File: src/rtl/vga_timing_generator.sv
// vga_timing_generator: parametrised VGA/DVI raster timing with registered sync, de,
// coordinates, line/frame strobes and a frame counter; advances on pix_en.
module vga_timing_generator #(
    parameter int H_ACTIVE  = 640,
    parameter int H_FP      = 16,
    parameter int H_SYNC    = 96,
    parameter int H_BP      = 48,
    parameter int V_ACTIVE  = 480,
    parameter int V_FP      = 10,
    parameter int V_SYNC    = 2,
    parameter int V_BP      = 33,
    parameter int HSYNC_POL = 0,
    parameter int VSYNC_POL = 0,
    parameter int CNT_W     = 10,
    parameter int FRAME_W   = 8
) (
    input  logic               clk,
    input  logic               rst_n,
    input  logic               pix_en,
    output logic               hsync,
    output logic               vsync,
    output logic               de,
    output logic [CNT_W-1:0]   x,
    output logic [CNT_W-1:0]   y,
    output logic               line_start,
    output logic               frame_start,
    output logic [FRAME_W-1:0] frame_cnt
);
    localparam int H_TOTAL = H_ACTIVE + H_FP + H_SYNC + H_BP;
    localparam int V_TOTAL = V_ACTIVE + V_FP + V_SYNC + V_BP;
    localparam logic [CNT_W-1:0] H_LAST = CNT_W'(H_TOTAL - 1);
    localparam logic [CNT_W-1:0] V_LAST = CNT_W'(V_TOTAL - 1);
    localparam logic [CNT_W-1:0] H_ACT  = CNT_W'(H_ACTIVE);
    localparam logic [CNT_W-1:0] V_ACT  = CNT_W'(V_ACTIVE);
    localparam logic [CNT_W-1:0] HS_B   = CNT_W'(H_ACTIVE + H_FP);
    localparam logic [CNT_W-1:0] HS_E   = CNT_W'(H_ACTIVE + H_FP + H_SYNC);
    localparam logic [CNT_W-1:0] VS_B   = CNT_W'(V_ACTIVE + V_FP);
    localparam logic [CNT_W-1:0] VS_E   = CNT_W'(V_ACTIVE + V_FP + V_SYNC);
    localparam logic HS_ON = HSYNC_POL != 0;
    localparam logic VS_ON = VSYNC_POL != 0;

    logic [CNT_W-1:0]   r_h, r_v, r_x, r_y;
    logic [FRAME_W-1:0] r_fc;
    logic               r_hs, r_vs, r_de, r_ls, r_fs, r_first;
    logic               w_h_last, w_v_last, w_org, w_hs_act, w_vs_act;

    // r_h/r_v name the pixel the next enabled edge will present on the outputs
    assign w_h_last = r_h == H_LAST;
    assign w_v_last = r_v == V_LAST;
    assign w_org    = (r_h == '0) && (r_v == '0);
    assign w_hs_act = (r_h >= HS_B) && (r_h < HS_E);
    assign w_vs_act = (r_v >= VS_B) && (r_v < VS_E);

    always_ff @(posedge clk) begin
        if (!rst_n) begin
            r_h     <= '0;
            r_v     <= '0;
            r_x     <= '0;
            r_y     <= '0;
            r_de    <= 1'b0;
            r_hs    <= ~HS_ON;
            r_vs    <= ~VS_ON;
            r_ls    <= 1'b0;
            r_fs    <= 1'b0;
            r_fc    <= '0;
            r_first <= 1'b1;
        end else if (pix_en) begin
            r_h     <= w_h_last ? '0 : r_h + 1'b1;
            if (w_h_last)
                r_v <= w_v_last ? '0 : r_v + 1'b1;
            r_x     <= r_h;
            r_y     <= r_v;
            r_de    <= (r_h < H_ACT) && (r_v < V_ACT);
            r_hs    <= w_hs_act ? HS_ON : ~HS_ON;
            r_vs    <= w_vs_act ? VS_ON : ~VS_ON;
            r_ls    <= r_h == '0;
            r_fs    <= w_org;
            // the frame entered straight out of reset is frame 0
            if (w_org && !r_first)
                r_fc <= r_fc + 1'b1;
            r_first <= 1'b0;
        end else begin
            r_ls <= 1'b0;
            r_fs <= 1'b0;
        end
    end

    assign hsync       = r_hs;
    assign vsync       = r_vs;
    assign de          = r_de;
    assign x           = r_x;
    assign y           = r_y;
    assign line_start  = r_ls;
    assign frame_start = r_fs;
    assign frame_cnt   = r_fc;
endmodule

File: config.mk
export PLATFORM = sky130hd
export DESIGN_NAME = vga_timing_generator
export DESIGN_NICKNAME = d
export VERILOG_FILES = /design/src/rtl/vga_timing_generator.sv
export SDC_FILE = /design/constraint.sdc
export NUM_CORES = 1
export LEC_CHECK = 0
export CAP_MARGIN = 20
export CORE_MARGIN = 3
export CORE_UTILIZATION = 53
export DETAILED_ROUTE_END_ITERATION = 8
export PLACE_DENSITY = 0.76
export SYNTH_ARGS = -nofsm -noshare
export SYNTH_HDL_FRONTEND = slang
export SYNTH_SLANG_ARGS = --single-unit
File: constraint.sdc
create_clock -name clk -period 1.8 [get_ports clk]
set_input_delay 0.18 -clock clk [delete_from_list [all_inputs] [get_ports clk]]
set_output_delay 0.18 -clock clk [all_outputs]
set_load 0.01 [all_outputs]
==> metrics.txt, run 1 <==
run status=complete, no violations; fin crit share=97.3%; Tot GR Track Use=23.6%; Min-Delay Path Class=flop to flop; Final min period=1.75 ns; detailed placement HPWL=4.30 mm; IR drop worst, VDD=0.437 mV; cell area after synthesis=2450 µm²; CP required=2.01 ns; root buf cell=clkbuf_8; Leak=1.30 nW; Setup Crit Path Kind=flop to flop; Reg clk slew, reported paths=0.09 ns; Layout area overhead=34.8%; DRT antenna net count=0; residual DRC count=0; EDFF count, synth=0; WL/cell=16.4 µm; Routed Wire Length=6.35 mm; Seq/Total Area, Yosys=44.1%; final hold vios=0; largest net degree at the start of global routing=26; area share of the largest cell type after synthesis=44.1%; register area=1090 µm²; CP Launch Type=flop; post-synthesis register bit count=54; Mapped Cells=268; placed cell areas=3080 µm²; multi-input logic area=1340 µm²; Post-synth top flop=dfxtp_1; first-pass GRT wire length=10.1 mm; Core Region=4410 µm²; Final Non-Filler Cells=388; PwrDens=620 nW/µm²; drt pass-1 iters=4; TritonCTS Sinks=54; worst skew pair latency=0.31 ns; clk buf depth=2; most common cell after layout, fill and taps aside=dfxtp_1; biggest area consumer among synthesized cells=dfxtp_1; crit path DAT=1.96 ns; Inst Count DP=376; Mean Syn Cell Area=9.15 µm²; Fillers=336; maxcap violations=0; initial antenna violation count=0; RSZ-0062 raised after global routing=yes; final instance area=3310 µm²; die width=74.0 µm; GPL Wtd Cong=0.864; Final Core Density=74.9%; syn_nets=277; row cnt=24; detailed-route via count=2,244; CTS tree=built; Cell variety after synth=39; top area cells in the synthesized netlist=dfxtp_1 (44%), mux2i_1 (9.0%), nor2_1 (5.1%); relative slew slack=69.8%; Worst-Margin Slew=0.452 ns; Antenna Cells=0; FMAX=571 MHz; number of global-route vias before repair=2,103; Initial Util=55.6%; H-tree levels=2; layout cells sized above 1=20.5%; CP endpoint kind=flop; die area=5480 µm²; Setup-failing EPs final=0; total grt overflow=0; IO Pins=36; post-DR vias/cell=5.78; Num CTS Buffers=5; ys async rst share=0%; worst-path fanout max=3; Die Y=74.0 µm; synth warn=0; Port Buffers=35; max-slew violations=0; Final nets=345; clock skew=0.00574 ns; most frequent cells in the layout=dfxtp_1 (52), buf_4 (39), clkdlybuf4s50_1 (35), nor2_1 (33), mux2i_1 (22); Iter 0 DRT Violations=200; TNS Setup=0 ns
==> per-layer routing <==
metal,track usage (%),vias up,wire (µm),share of wire (%)
met4,10.5,0,122,1.9
met2,36.5,81,3040,48
li1,-,1087,-,-
met5,0,-,0,0
met1,31.6,1063,2780,44
met3,5.54,13,402,6.3
==> cells by family (layout without fill, tap and decap cells) <==
| logic type | Yosys count | in the layout | share of synthesized area, % |
|---|---|---|---|
| DFF | 54 | 54 | 44.1 |
| AOI/OAI and AO/OA | 37 | 37 | 9.03 |
| adders and majority gates | 6 | 6 | 3.06 |
| muxes | 22 | 22 | 8.98 |
| and+or+nand+nor | 113 | 113 | 26.4 |
| buffers and inverters | 26 | 94 | 4.85 |
| xor gates and xnor gates | 10 | 10 | 3.57 |
==> cell type report <==
cell class / instances / share of cell area, %
Clock inverter: 1 / 0.227
Multi-Input combinational cell: 188 / 40.4
Tap cell: 52 / 1.97
Clock buffer: 6 / 2.19
Sequential cell: 54 / 32.8
Timing Repair Buffer: 78 / 21.3
Inverter: 9 / 1.02
==> timing repair <==
item	CTS	global route
endpoints found under the setup margin	0	12
hold buffers	0	0
buffers inserted	0	5
gates resized for setup	0	21
==> sequential cells by signal (all words and copies together), names as in the netlist <==
signal       flops
vsync            1
de               1
x               10
r_first          1
frame_cnt        8
frame_start      1
y               10
r_v             10
line_start       1
hsync            1
r_h             10
==> final timing paths <==
check	cells after the start	slack, ns	from	endpoint
setup reg to reg	5	0.05	r_h[6]	r_v[4]
hold reg to reg	2	0.49	frame_cnt[7]	frame_cnt[7]
hold / removal	2	0.49	frame_cnt[7]	frame_cnt[7]
setup / recovery	5	0.05	r_h[6]	r_v[4]
==> cell usage after synthesis (3+ instances only) <==
library cell and count:
inv_1 9, or4_1 7, nand2b_1 7, nand2_1 14
mux2i_1 22, xor2_1 6, o31ai_1 7, nand4_1 7
a21oi_1 16, buf_1 4, clkbuf_1 3, o21ai_0 8
dfxtp_1 54, and3_1 4, nor4_1 3, buf_2 8
ha_1 6, nor4_2 3, or3_1 5, xnor2_1 4
nor2_1 33, nand3_1 16
==> where the power goes <==
group          internal (mW)  leakage, nW  total (mW)  switching, mW
Sequential              1.21        0.438        1.22        0.00905
Combinational         0.0901        0.828       0.185         0.0948
Clock                  0.268       0.0373       0.648          0.380
==> critical path, cell delays in order, from the launching register on <==
cell	delay, ns
dfxtp_4	0.37
buf_4	0.14
or4b_4	0.55
nor4_2	0.39
xnor2_1	0.16
nor2_1	0.05
==> stage by stage <==
| stage | setup WS [ns] | power, mW | hold slack (ns) |
|---|---|---|---|
| 6_report | 0.0488 | 2.05 | 0.489 |
| 3_3_place_gp | -0.153 | 1.40 | 0.451 |
| 3_5_place_dp | -0.226 | 1.41 | 0.461 |
| 5_1_grt | -0.0278 | 2.13 | 0.519 |
| 4_1_cts | 0.00299 | 2.04 | 0.474 |
| 2_1_floorplan | 0.171 | 1.34 | 0.417 |
(Power assumes the default switching activity.)
==> run 2: changes to the inputs <==
--- a/config.mk
+++ b/config.mk
@@ -9,7 +9,7 @@
 export CORE_MARGIN = 3
 export CORE_UTILIZATION = 53
 export DETAILED_ROUTE_END_ITERATION = 8
-export PLACE_DENSITY = 0.76
+export PLACE_DENSITY = 0.78
 export SYNTH_ARGS = -nofsm -noshare
 export SYNTH_HDL_FRONTEND = slang
 export SYNTH_SLANG_ARGS = --single-unit
==> metrics.txt, run 2 (same netlist as run 1, synthesis figures left out) <==
post-DR vias/cell=5.69 (-1.6%); CP delay by family, top=simple AND/OR/NAND/NOR gates; CP endpoint kind=flop; Pint=1.61 mW (+2.6%); first-pass GRT wire length=9.84 mm (-2.1%); Fillers=337 (+0.30%); detailed-route via count=2,185 (-2.6%); Routed Wire Length=5.83 mm (-8.2%); clock power share=33.2% (+1.6 points); drt pass-1 iters=4 (unchanged); TritonCTS Sinks=54 (unchanged); residual DRC count=0 (unchanged); Critical-path top delay cell=or4_1; worst-path fanout max=7 (+4); setup slack after placement=-0.255 ns (-0.0296 ns); hold_sp=pix_en; Leak=1.30 nW (-0.56%); Post-CTS Setup Inserts=0 (unchanged); switching power=0.482 mW (-0.45%); Hold Path End=r_first; register area=1080 µm² (-0.12%); DRT antenna net count=0 (unchanged); WP buf/inv=0 (-1); Tot GR Track Use=22.9% (-0.73 points); worst hold slack=0.368 ns (-0.120 ns); number of global-route vias before repair=2,132 (+1.4%); FMAX=575 MHz (+0.74%); most common cell after layout, fill and taps aside=dfxtp_1; logic gate share of total power=8.5% (-0.5 points); RR Startpoint=r_h[6]; IR drop worst, VDD=0.488 mV (+12%); Min-Delay Path Class=input pin to flop; worst skew pair latency=0.31 ns (about the same); Tot Pwr=2.09 mW (+1.9%); Final nets=340 (-1.4%); Die Y=74.0 µm (unchanged); most frequent cells in the layout=dfxtp_1 (51), buf_4 (35), clkdlybuf4s50_1 (34), nor2_1 (33), mux2i_1 (22); Final min period=1.74 ns (-0.0128 ns); RSZ-0062 raised after global routing=yes; Inst Count DP=376 (unchanged); max-slew violations=0 (unchanged); Port Buffers=35 (unchanged); root buf cell=clkbuf_8; detailed placement HPWL=4.16 mm (-3.3%); multi-input logic area=1330 µm² (-0.56%); crit path cell chain=nor4b_4 -> nand4_4 -> or4_1 -> a21oi_1; switching portion of total power=23.1% (-0.53 points); layout cells sized above 1=19.0% (-1.6 points); WL/cell=15.2 µm (-7.3%); worst stage delay on the critical path=0.54 ns (about the same); Core Region=4410 µm² (unchanged); largest net degree at the start of global routing=26 (unchanged); Reg clk slew, reported paths=0.09 ns (about the same); Num CTS Buffers=5 (unchanged); Iter 0 DRT Violations=106 (-47%); CTS tree=built; Antenna Cells=0 (unchanged); setup slack after layout=0.0616 ns (+0.0128 ns); relative slew slack=73.6% (+3.7 points); PwrDens=638 nW/µm² (+3.0%); CP Launch Type=flop; Final Non-Filler Cells=384 (-1.0%); IO Pins=36 (unchanged); Layout area overhead=33.4%; Setup-failing EPs final=0 (unchanged); GPL Wtd Cong=0.888 (+2.8%); final hold vios=0 (unchanged); clock skew=0.00648 ns (+0.000742 ns); TNS Setup=0 ns (unchanged); total grt overflow=0 (unchanged); worst hold path depth=3 (+1); initial antenna violation count=0 (unchanged); H-tree levels=2 (unchanged); clk buf depth=2 (unchanged); run status=complete, no violations; Reg power frac=58.3% (-1.1 points); Reg-to-Reg End=frame_cnt[4]; die width=74.0 µm (unchanged); CP required=2.04 ns (+0.03 ns); crit path DAT=1.98 ns (+0.02 ns); Setup Crit Path Kind=flop to flop; fin crit share=96.6% (-0.71 points); Worst-Margin Slew=0.392 ns (-0.0607 ns); hold buffers post-CTS=0 (unchanged); FF-to-FF path depth=4 (-1); maxcap violations=0 (unchanged); die area=5480 µm² (unchanged); Initial Util=55.6% (unchanged); flop2flop setup slack=0.06 ns (about the same); row cnt=24 (unchanged)
[run 2: worst max-delay path by stage]
| stage | from | end | cells past startpoint |
|---|---|---|---|
| after floorplan | r_h[5] | r_v[3] | 5 |
| after global placement | pix_en | frame_cnt[7] | 6 |
| after detailed placement | pix_en | frame_cnt[4] | 5 |
| after CTS | r_v[0] | frame_cnt[5] | 7 |
| after global routing | r_h[6] | frame_cnt[7] | 5 |
| final | r_h[6] | frame_cnt[4] | 4 |
[run 2: final cells by class]
| class | count | share of cell area, % |
|---|---|---|
| Clock buffer | 7 | 2.64 |
| Clock inverter | 1 | 0.153 |
| Inverter | 9 | 1.03 |
| Multi-Input combinational cell | 188 | 40.6 |
| Sequential cell | 54 | 33.2 |
| Tap cell | 52 | 1.99 |
| Timing Repair Buffer | 73 | 20.4 |
[run 2: repair_timing]
item,in CTS,in global routing
gates cloned,0,0
pin swaps,0,5
setup endpoints to repair,2,11
gates resized for setup,1,17
[run 2: power groups by stage]
stage | Sequential [mW] | Combinational (mW) | Clock [mW]
floorplan | 1.25 | 0.0857 | 0
CTS | 1.22 | 0.168 | 0.705
global placement | 1.24 | 0.163 | 0
detailed placement | 1.25 | 0.165 | 0
global route | 1.22 | 0.191 | 0.756
finish | 1.22 | 0.177 | 0.693
[run 2: metal layers]
metal	wire length (µm)	vias to the layer above	global-route usage (%)
met2	2720	75	37.0
met3	370	8	5.81
met5	0	-	0
met4	77	0	8.05
met1	2650	1025	29.8
li1	-	1077	-
[run 2: worst register-to-register path, cell delays in order (launching register included)]
cell and delay, ns:
dfxtp_2 0.36, nor4b_4 0.42, nand4_4 0.19, or4_1 0.54, a21oi_1 0.17
[run 2: per-stage QoR]
stage	util, %	instance area [µm²]
global placement	70.1	3090
global route	74.1	3270
CTS	72.3	3190
floorplan	-	2450
detailed placement	70.1	3090
finish	74.1	3270
